<file path="src/rtl/fa_using_structural.sv">
// fa_using_structural: ripple chain of gate-level full adders, registered result.
// Optional FA_SELF_CHECK_EN compares the chain against a behavioural sum.
//
// Ports:
//   clk, rst_n      clock, async active-low reset
//   in_valid        a/b/cin qualify this cycle
//   a, b [WIDTH]    operands
//   cin             carry into bit 0
//   sum [WIDTH]     registered sum (holds when in_valid=0)
//   cout            registered carry out of bit WIDTH-1
//   out_valid       sum/cout hold the result of an in_valid cycle
//   err             chain/reference mismatch (0 when FA_SELF_CHECK_EN undefined)
module fa_using_structural #(
  parameter int WIDTH = 1
) (
  input  logic             clk,
  input  logic             rst_n,
  input  logic             in_valid,
  input  logic [WIDTH-1:0] a,
  input  logic [WIDTH-1:0] b,
  input  logic             cin,
  output logic [WIDTH-1:0] sum,
  output logic             cout,
  output logic             out_valid,
  output logic             err
);

  logic [WIDTH:0]   c;
  logic [WIDTH-1:0] s;
  logic [WIDTH-1:0] p;
  logic [WIDTH-1:0] g;
  logic [WIDTH-1:0] t;

  assign c[0] = cin;

  // Each cell: two half adders (p/s and g/t) joined by an OR for carry.
  for (genvar i = 0; i < WIDTH; i++) begin : g_cell
    xor u_x0 (p[i], a[i], b[i]);
    xor u_x1 (s[i], p[i], c[i]);
    and u_a0 (g[i], a[i], b[i]);
    and u_a1 (t[i], p[i], c[i]);
    or  u_o0 (c[i+1], g[i], t[i]);
  end

  always_ff @(posedge clk or negedge rst_n) begin
    if (!rst_n) begin
      sum       <= '0;
      cout      <= 1'b0;
      out_valid <= 1'b0;
    end else begin
      out_valid <= in_valid;
      if (in_valid) begin
        sum  <= s;
        cout <= c[WIDTH];
      end
    end
  end

`ifdef FA_SELF_CHECK_EN
  logic [WIDTH:0] ref_sum;

  assign ref_sum = {1'b0, a} + {1'b0, b}
                 + {{WIDTH{1'b0}}, cin};

  always_ff @(posedge clk or negedge rst_n) begin
    if (!rst_n) begin
      err <= 1'b0;
    end else if (in_valid) begin
      err <= ({c[WIDTH], s} != ref_sum);
    end
  end
`else
  assign err = 1'b0;
`endif

endmodule

</file>
<file path="config.mk">
export PLATFORM = sky130hd
export DESIGN_NAME = fa_using_structural
export DESIGN_NICKNAME = d
export VERILOG_FILES = /design/src/rtl/fa_using_structural.sv
export SDC_FILE = /design/constraint.sdc
export NUM_CORES = 1
export LEC_CHECK = 0
export ABC_CLOCK_PERIOD_IN_PS = 900
export BUFFER_PORTS_ARGS = -buffer_cell sky130_fd_sc_hd__buf_2
export CORE_AREA = 4 4 41 43
export DETAILED_ROUTE_END_ITERATION = 6
export DIE_AREA = 0 0 45 47
export SYNTH_ARGS = -nofsm -noshare
export SYNTH_HDL_FRONTEND = slang
export SYNTH_SLANG_ARGS = --single-unit
</file>
<file path="constraint.sdc">
create_clock -name clk -period 0.9 [get_ports clk]
set_clock_uncertainty 0.05 [all_clocks]
set_input_delay 0.135 -clock clk [delete_from_list [all_inputs] [get_ports clk]]
set_output_delay 0.135 -clock clk [all_outputs]
set_load 0.02 [all_outputs]
</file>
==> results of run 1 <==
cell usage in the layout (no fill, tap or decap), drive strengths merged:
master       count
buf              9
clkbuf           4
conb             1
dfrtp            3
dlygate4sd3      1
fa               1
mux2             2
state kept, by name, summed over array words and instances, names as in the netlist:
register and cells:
cout 1, out_valid 1, sum 1
final cells by class:
| class | instances | area [µm²] |
|---|---|---|
| flip-flops and latches | 3 | 75.1 |
| well taps | 15 | 18.8 |
| fillers | 149 | 1040 |
| clock buffers | 4 | 26.3 |
| multi-input cells | 4 | 56.3 |
| repair buffers | 10 | 82.6 |
logic make-up (layout without fill, tap and decap cells):
logic type	Yosys count	in the layout	synth area share, %
buffers and inverters	1	14	5.83
flip-flops	3	3	58.3
other	1	1	2.91
multiplexers	2	2	17.5
adder cells (fa/ha/maj)	1	1	15.5
through the flow:
stage / cells / hold WS (ns) / power, µW / util (%) / setup WS, ns
CTS: 36 / 0.000327 / 543 / 19.1 / -0.0560
global route: 36 / 0.0175 / 569 / 19.9 / -0.0752
floorplan: 8 / -0.211 / 212 / - / -0.0911
finish: 36 / 0.0201 / 529 / 19.9 / -0.0436
global placement: 30 / -0.118 / 247 / 14.3 / -0.226
detailed placement: 30 / -0.118 / 250 / 14.3 / -0.232
power groups by stage:
stage          Combinational, µW  Sequential, µW  Clock, µW
2_1_floorplan               28.6             184          0
4_1_cts                      118             166        260
3_5_place_dp                85.6             164          0
5_1_grt                      136             168        265
6_report                     126             165        238
3_3_place_gp                84.3             163          0
how the worst max path moves through the flow:
| stage | start | end | depth (start not counted) |
|---|---|---|---|
| after floorplan | a | sum$_DFFE_PN0P_ | 2 |
| after global placement | a | sum$_DFFE_PN0P_ | 3 |
| after detailed placement | a | sum$_DFFE_PN0P_ | 3 |
| after CTS | cout$_DFFE_PN0P_ | cout | 1 |
| after global routing | cout$_DFFE_PN0P_ | cout | 1 |
| final | cout$_DFFE_PN0P_ | cout$_DFFE_PN0P_ | 2 |
repair_timing:
action | 4_1_cts | 5_1_grt
hold buffers | 1 | 0
pin swaps | 0 | 1
resized for setup | 6 | 2
endpoints found under the setup margin | 3 | 5
hold endpoints to repair | 3 | 0
buffers inserted | 1 | 0
worst register-to-register path, cell delays in order (launching register included):
cell and delay (ns):
dfrtp_1 0.38, buf_4 0.14, mux2_4 0.25
per-layer routing:
metal | vias to the layer above | part of all wire [%] | track usage, %
met5 | - | 0 | 0
met4 | 0 | 0 | 5.26
met3 | 0 | 19 | 6.13
met2 | 10 | 37 | 4.80
met1 | 45 | 43 | 4.82
li1 | 49 | - | -
==> results.yml, run 1 <==
route:
  num_vias: 104
  wire_per_inst_um: 10.1
  drc: 0
  wl_um: 362
  dr.pass1.iters: 1
  drtIter0Drc: 0
  viasPerCell: 2.89
  antenna_left: 0
yosys:
  synth_top_area_share_pct: 58.3
  postSynth.asyncResetShare_pct: 100
  avgSynthCellArea_um2: 16.1
  ys_top_cells_by_area: "dfrtp_1, mux2_2, fa_1, buf_4, conb_1"
  synth_edf_count: 0
  synth_common_cells: "dfrtp_1, mux2_2, buf_4, conb_1, fa_1"
  synthCells: 8
  syn_nets: 15
  synth_seq_cells: 3
  yosysWarnings: 0
  yosys.area.top_type: "dfrtp_1"
  ys_types: 5
  synth.most_common_cell: "dfrtp_1"
  synth.cell_area_um2: 129
  ys.flop_type: "dfrtp_1"
  synth_seq_area_share_pct: 58.3
cts:
  htreeDepth: 1
  insertion_delay_ns: 0.23
  clock-sinks: 3
  cts_tree: "yes"
  path_clk_slew_ns: 0.04
  cts_buffers: 3
  cts_buffer_depth: 2
  root_buffer: "clkbuf_4"
place:
  io_buffers: 8
  place_area_um2: 186
  gp_routability_congestion: 0.595
grt:
  grt_overflow: 0
  grt_pass1_vias: 141
  grt_max_degree: 4
  grt_first_pass_wirelength_um: 593
  antenna_found_initial: 0
  grt_usage_pct: 4.99
critical_path:
  path_buf_inv: 1
  start_kind: "register"
  crit_path_top_delay_cell: "dfrtp_1"
  crit_fanout: 2
  r2r-start: "cout$_DFFE_PN0P_"
  critPathTopFamily: "flip-flops"
  endpoint_kind: "register"
  crit_arrival_ns: 1.01
  crit_chain: "buf_4 -> mux2_4"
  regToRegSetupSlack_ns: -0.04
  worstPathRequired_ns: 0.96
  worst-setup-path-type: "reg2reg"
  r2r_end: "cout$_DFFE_PN0P_"
  max_stage_delay_ns: 0.38
  reg2regPathDepth: 2
min_path:
  hp-class: "in2reg"
  hold_path_depth: 1
  worstHoldStart: "in_valid"
  hold_end: "out_valid$_DFF_PN0_"
sta:
  layout_min_cycle_time_ns: 0.944
  grt_setup_unrepaired: "true"
  tns_ns: -0.134
  setup-violations-final: 4
  fin_ws_ns: -0.0436
  finalHoldViolCount: 0
  clock.fmax_ghz: 1.06
  report.final.slew_viol_count: 0
  fin_crit_sh_pct: 105
pwr:
  internal_power_uw: 394
  p_sw_share_pct: 25.5
  p_leak_uw: 0.000125
  seqPwrFrac_pct: 31.2
  powerDensity_mw_per_mm2: 2040
  ir_drop_mv: 0.294
  combPwrFrac_pct: 23.8
  p_clk_share_pct: 45.0
  p_switching_uw: 135
floorplan:
  start_util_pct: 9.90
  ios: 10
  die_w_um: 45
  dieArea_mm2: 0.00212
  core_mm2: 0.00130
  rows: 13
  chipHeight_um: 47
cells_and_area:
  final_area_um2: 259
  area_growth_pct: 101
  nNetsFinal: 29
  diodes: 0
  drive_above_1_share_pct: 71.4
run_status:
  violations: "negative setup slack"
  outcome: "finished with violations"
job:
  maxCapViolCount: 0
No activity file was read; power rests on OpenSTA's default activity.
==> run 2, diff against run 1 <==
Settings changed: REMOVE_ABC_BUFFERS from default to 1.
==> results.yml, run 2 (synthesized netlist as in run 1, its figures left out) <==
floorplan:
  die_w_um: 45
  chipHeight_um: 47
  dieArea_mm2: 0.00212
  core_mm2: 0.00130
  rows: 13
  ios: 10
  start_util_pct: 9.90
critical_path:
  endpoint_kind: "output port"
  critPathTopFamily: "flip-flops"
  path_buf_inv: 1
  crit_arrival_ns: 0.75
  start_kind: "register"
  reg2regPathDepth: 1
  worstPathRequired_ns: 0.71
  regToRegSetupSlack_ns: 0.09
  crit_path_top_delay_cell: "dfrtp_1"
  max_stage_delay_ns: 0.38
  r2r-start: "sum$_DFFE_PN0P_"
  crit_fanout: 2
  r2r_end: "sum$_DFFE_PN0P_"
  crit_chain: "buf_6"
  worst-setup-path-type: "reg2out"
grt:
  antenna_found_initial: 0
  grt_overflow: 0
  grt_first_pass_wirelength_um: 524
  grt_max_degree: 4
  grt_usage_pct: 4.59
  grt_pass1_vias: 138
run_status:
  outcome: "finished with violations"
  violations: "negative setup slack"
route:
  wire_per_inst_um: 9.11
  drc: 0
  num_vias: 110
  viasPerCell: 3.06
  dr.pass1.iters: 1
  drtIter0Drc: 0
  wl_um: 328
  antenna_left: 0
cells_and_area:
  nNetsFinal: 29
  drive_above_1_share_pct: 61.9
  largestRegisters: "cout (1), out_valid (1), sum (1)"
  fin_util_pct: 18.8
  final_cell_mix: "buf_2, clkbuf_4, dfrtp_1, buf_6"
  final_common_cell: "buf_2"
  area_growth_pct: 90.3
  diodes: 0
  fillerInstances: 162
place:
  gp_routability_congestion: 0.604
  io_buffers: 8
min_path:
  worstHoldStart: "in_valid"
  hp-class: "in2reg"
  hold_end: "cout$_DFFE_PN0P_"
  hold_path_depth: 2
cts:
  insertion_delay_ns: 0.23
  cts_buffers: 3
  path_clk_slew_ns: 0.04
  cts_buffer_depth: 2
  clock-sinks: 3
  root_buffer: "clkbuf_4"
  cts_tree: "yes"
  htreeDepth: 1
sta:
  fin_ws_ns: -0.0315
  clock.fmax_ghz: 1.07
  fin_crit_sh_pct: 104
  tns_ns: -0.0716
  grt_setup_unrepaired: "true"
  setup-violations-final: 3
  finalHoldViolCount: 0
  report.final.slew_viol_count: 0
  layout_min_cycle_time_ns: 0.932
job:
  maxCapViolCount: 0
pwr:
  powerDensity_mw_per_mm2: 2060
  ir_drop_mv: 0.211
  p_leak_uw: 0.000115
[run 2: cell types whose count changed in the layout (fill, tap and decap cells not counted), sizes merged]
cell,change
buf,-1
dlygate4sd3,+1
[run 2: how the worst max path moves through the flow]
stage / startpoint / to / slack (ns) / cells after the start
after floorplan: a / sum$_DFFE_PN0P_ / -0.11 / 2
after global placement: a / sum$_DFFE_PN0P_ / -0.24 / 3
after detailed placement: a / sum$_DFFE_PN0P_ / -0.24 / 3
after CTS: sum$_DFFE_PN0P_ / sum / -0.05 / 1
after global routing: sum$_DFFE_PN0P_ / sum / -0.06 / 1
final: sum$_DFFE_PN0P_ / sum / -0.03 / 1
[run 2: final cells by class]
| cell class | count | area [µm²] | area share (%) |
|---|---|---|---|
| flip-flops and latches | 3 | 75.1 | 30.6 |
| repair buffers | 10 | 78.8 | 32.1 |
| multi-input cells | 4 | 46.3 | 18.9 |
| well taps | 15 | 18.8 | 7.65 |
| clock buffers | 4 | 26.3 | 10.7 |
[run 2: where the power goes]
group          switching (µW)  internal (µW)  total [µW]
registers                11.0            153         164
logic                    46.4           59.5         106
clock network            69.4            166         236
[run 2: layer usage]
layer	global-route usage, %	part of all wire [%]
met5	0	0
met4	8.77	5.2
met3	5.36	28
met2	5.08	38
met1	2.52	29
[run 2: what timing repair did]
item | CTS | global route
buffers inserted | 0 | 0
hold buffers | 2 | 0
resized for setup | 6 | 0
endpoints found under the setup margin | 3 | 4
endpoints found under the hold margin | 4 | 0
[run 2: stage by stage]
step                      std cells  hold slack [ns]  cell area (µm²)  total power (µW)  worst slack, ns
after floorplan                   7           -0.211              121               205           -0.111
after global placement           30           -0.118              180               241           -0.244
after detailed placement         30           -0.116              180               243           -0.244
after CTS                        36            0.122              245               524          -0.0454
after global routing             36            0.137              245               537          -0.0631
final                            36            0.132              245               505          -0.0315
==> run 3, diff against run 2 <==
Settings changed: BUFFER_PORTS_ARGS -buffer_cell sky130_fd_sc_hd__buf_2 to default, DONT_BUFFER_PORTS from default to 1.
==> results.yml, run 3 (synthesized netlist as in run 1, its figures left out) <==
floorplan:
  core_mm2: 0.00130
  chipHeight_um: 47
  start_util_pct: 9.90
  dieArea_mm2: 0.00212
  ios: 10
  rows: 13
  die_w_um: 45
cts:
  path_clk_slew_ns: 0.04
  cts_buffers: 3
  cts_buffer_depth: 2
  htreeDepth: 1
  clock-sinks: 3
  root_buffer: "clkbuf_4"
  insertion_delay_ns: 0.23
  cts_tree: "yes"
cells_and_area:
  area_growth_pct: 70.9
  multi_input_area_um2: 46.3
  final_area_um2: 220
  final_cell_mix: "clkbuf_4, dfrtp_1, buf_6, mux2_2, dlygate4sd3_1"
  largestRegisters: "cout (1), out_valid (1), sum (1)"
  register_area_um2: 75.1
  fin_cells: 31
  fillerInstances: 144
  nNetsFinal: 24
  drive_above_1_share_pct: 50.0
  diodes: 0
pwr:
  internal_power_uw: 383
  powerDensity_mw_per_mm2: 2310
  seqPwrFrac_pct: 33.0
  p_switching_uw: 125
  combPwrFrac_pct: 21.1
  p_sw_share_pct: 24.6
  ir_drop_mv: 0.232
  p_clk_share_pct: 45.9
  p_leak_uw: 0.0000949
grt:
  grt_overflow: 0
  grt_pass1_vias: 124
  grt_max_degree: 4
  antenna_found_initial: 0
  grt_usage_pct: 4.98
  grt_first_pass_wirelength_um: 524
place:
  gp_routability_congestion: 0.629
  io_buffers: 0
  place_area_um2: 155
  dp_cells: 24
route:
  antenna_left: 0
  wire_per_inst_um: 11.6
  viasPerCell: 2.90
  drtIter0Drc: 0
  wl_um: 359
  drc: 0
  num_vias: 90
  dr.pass1.iters: 1
sta:
  fin_crit_sh_pct: 104
  setup-violations-final: 3
  layout_min_cycle_time_ns: 0.937
  report.final.slew_viol_count: 0
  clock.fmax_ghz: 1.07
  fin_ws_ns: -0.0371
  finalHoldViolCount: 0
  grt_setup_unrepaired: "true"
critical_path:
  endpoint_kind: "output port"
  worstPathRequired_ns: 0.71
  start_kind: "register"
  worst-setup-path-type: "reg2out"
  path_buf_inv: 1
  crit_path_top_delay_cell: "dfrtp_1"
  crit_fanout: 2
  crit_arrival_ns: 0.75
  max_stage_delay_ns: 0.39
  critPathTopFamily: "flip-flops"
  crit_chain: "buf_6"
min_path:
  hp-class: "in2reg"
run_status:
  violations: "negative setup slack"
  outcome: "finished with violations"
job:
  maxCapViolCount: 0
run 3: stage by stage:
stage	power, µW	TNS [ns]	setup WS (ns)	utilization, %	hold WS, ns
floorplan	205	-0.163	-0.111	-	-0.211
global placement	233	-0.220	-0.134	11.9	-0.211
detailed placement	239	-0.268	-0.167	11.9	-0.211
CTS	510	-0.124	-0.0476	16.3	0.00767
global route	539	-0.165	-0.0611	16.9	0.0147
finish	509	-0.0965	-0.0371	16.9	0.0172
run 3: cell type report:
type	count	share of cell area, %
tap	15	8.52
clock buffer	4	11.9
sequential	3	34.1
timing repair buffer	5	24.4
multi-input combinational	4	21.0
run 3: power groups by stage:
stage	clock network, µW	registers, µW	logic (µW)
after floorplan	0	183	21.3
after global placement	0	165	68.1
after detailed placement	0	167	71.3
after CTS	247	165	97.9
after global routing	253	170	116
final	233	168	107
run 3: metal layers:
metal	track usage (%)	part of all wire, %	vias up	routed length [µm]
li1	-	-	39	-
met1	2.28	28	42	100
met2	7.34	51	9	184
met3	5.75	21	0	74
met4	7.02	0	0	0
met5	0	0	-	0
run 3: what timing repair did:
action                     in CTS  in global routing
setup endpoints to repair       2                  3
hold endpoints to repair        4                  0
buffers inserted                1                  0
gates cloned                    0                  0
hold buffers                    2                  0
gates resized for setup         1                  2
run 3: final timing paths:
check	from	to	slack, ns	cells past startpoint
max	sum$_DFFE_PN0P_	sum	-0.04	1
min	in_valid	cout$_DFFE_PN0P_	0.02	1
max reg2reg	sum$_DFFE_PN0P_	sum$_DFFE_PN0P_	-0.03	2
min reg2reg	cout$_DFFE_PN0P_	cout$_DFFE_PN0P_	0.48	1
max in group asynchronous	rst_n	sum$_DFFE_PN0P_	0.54	1
min in group asynchronous	rst_n	cout$_DFFE_PN0P_	0.11	1
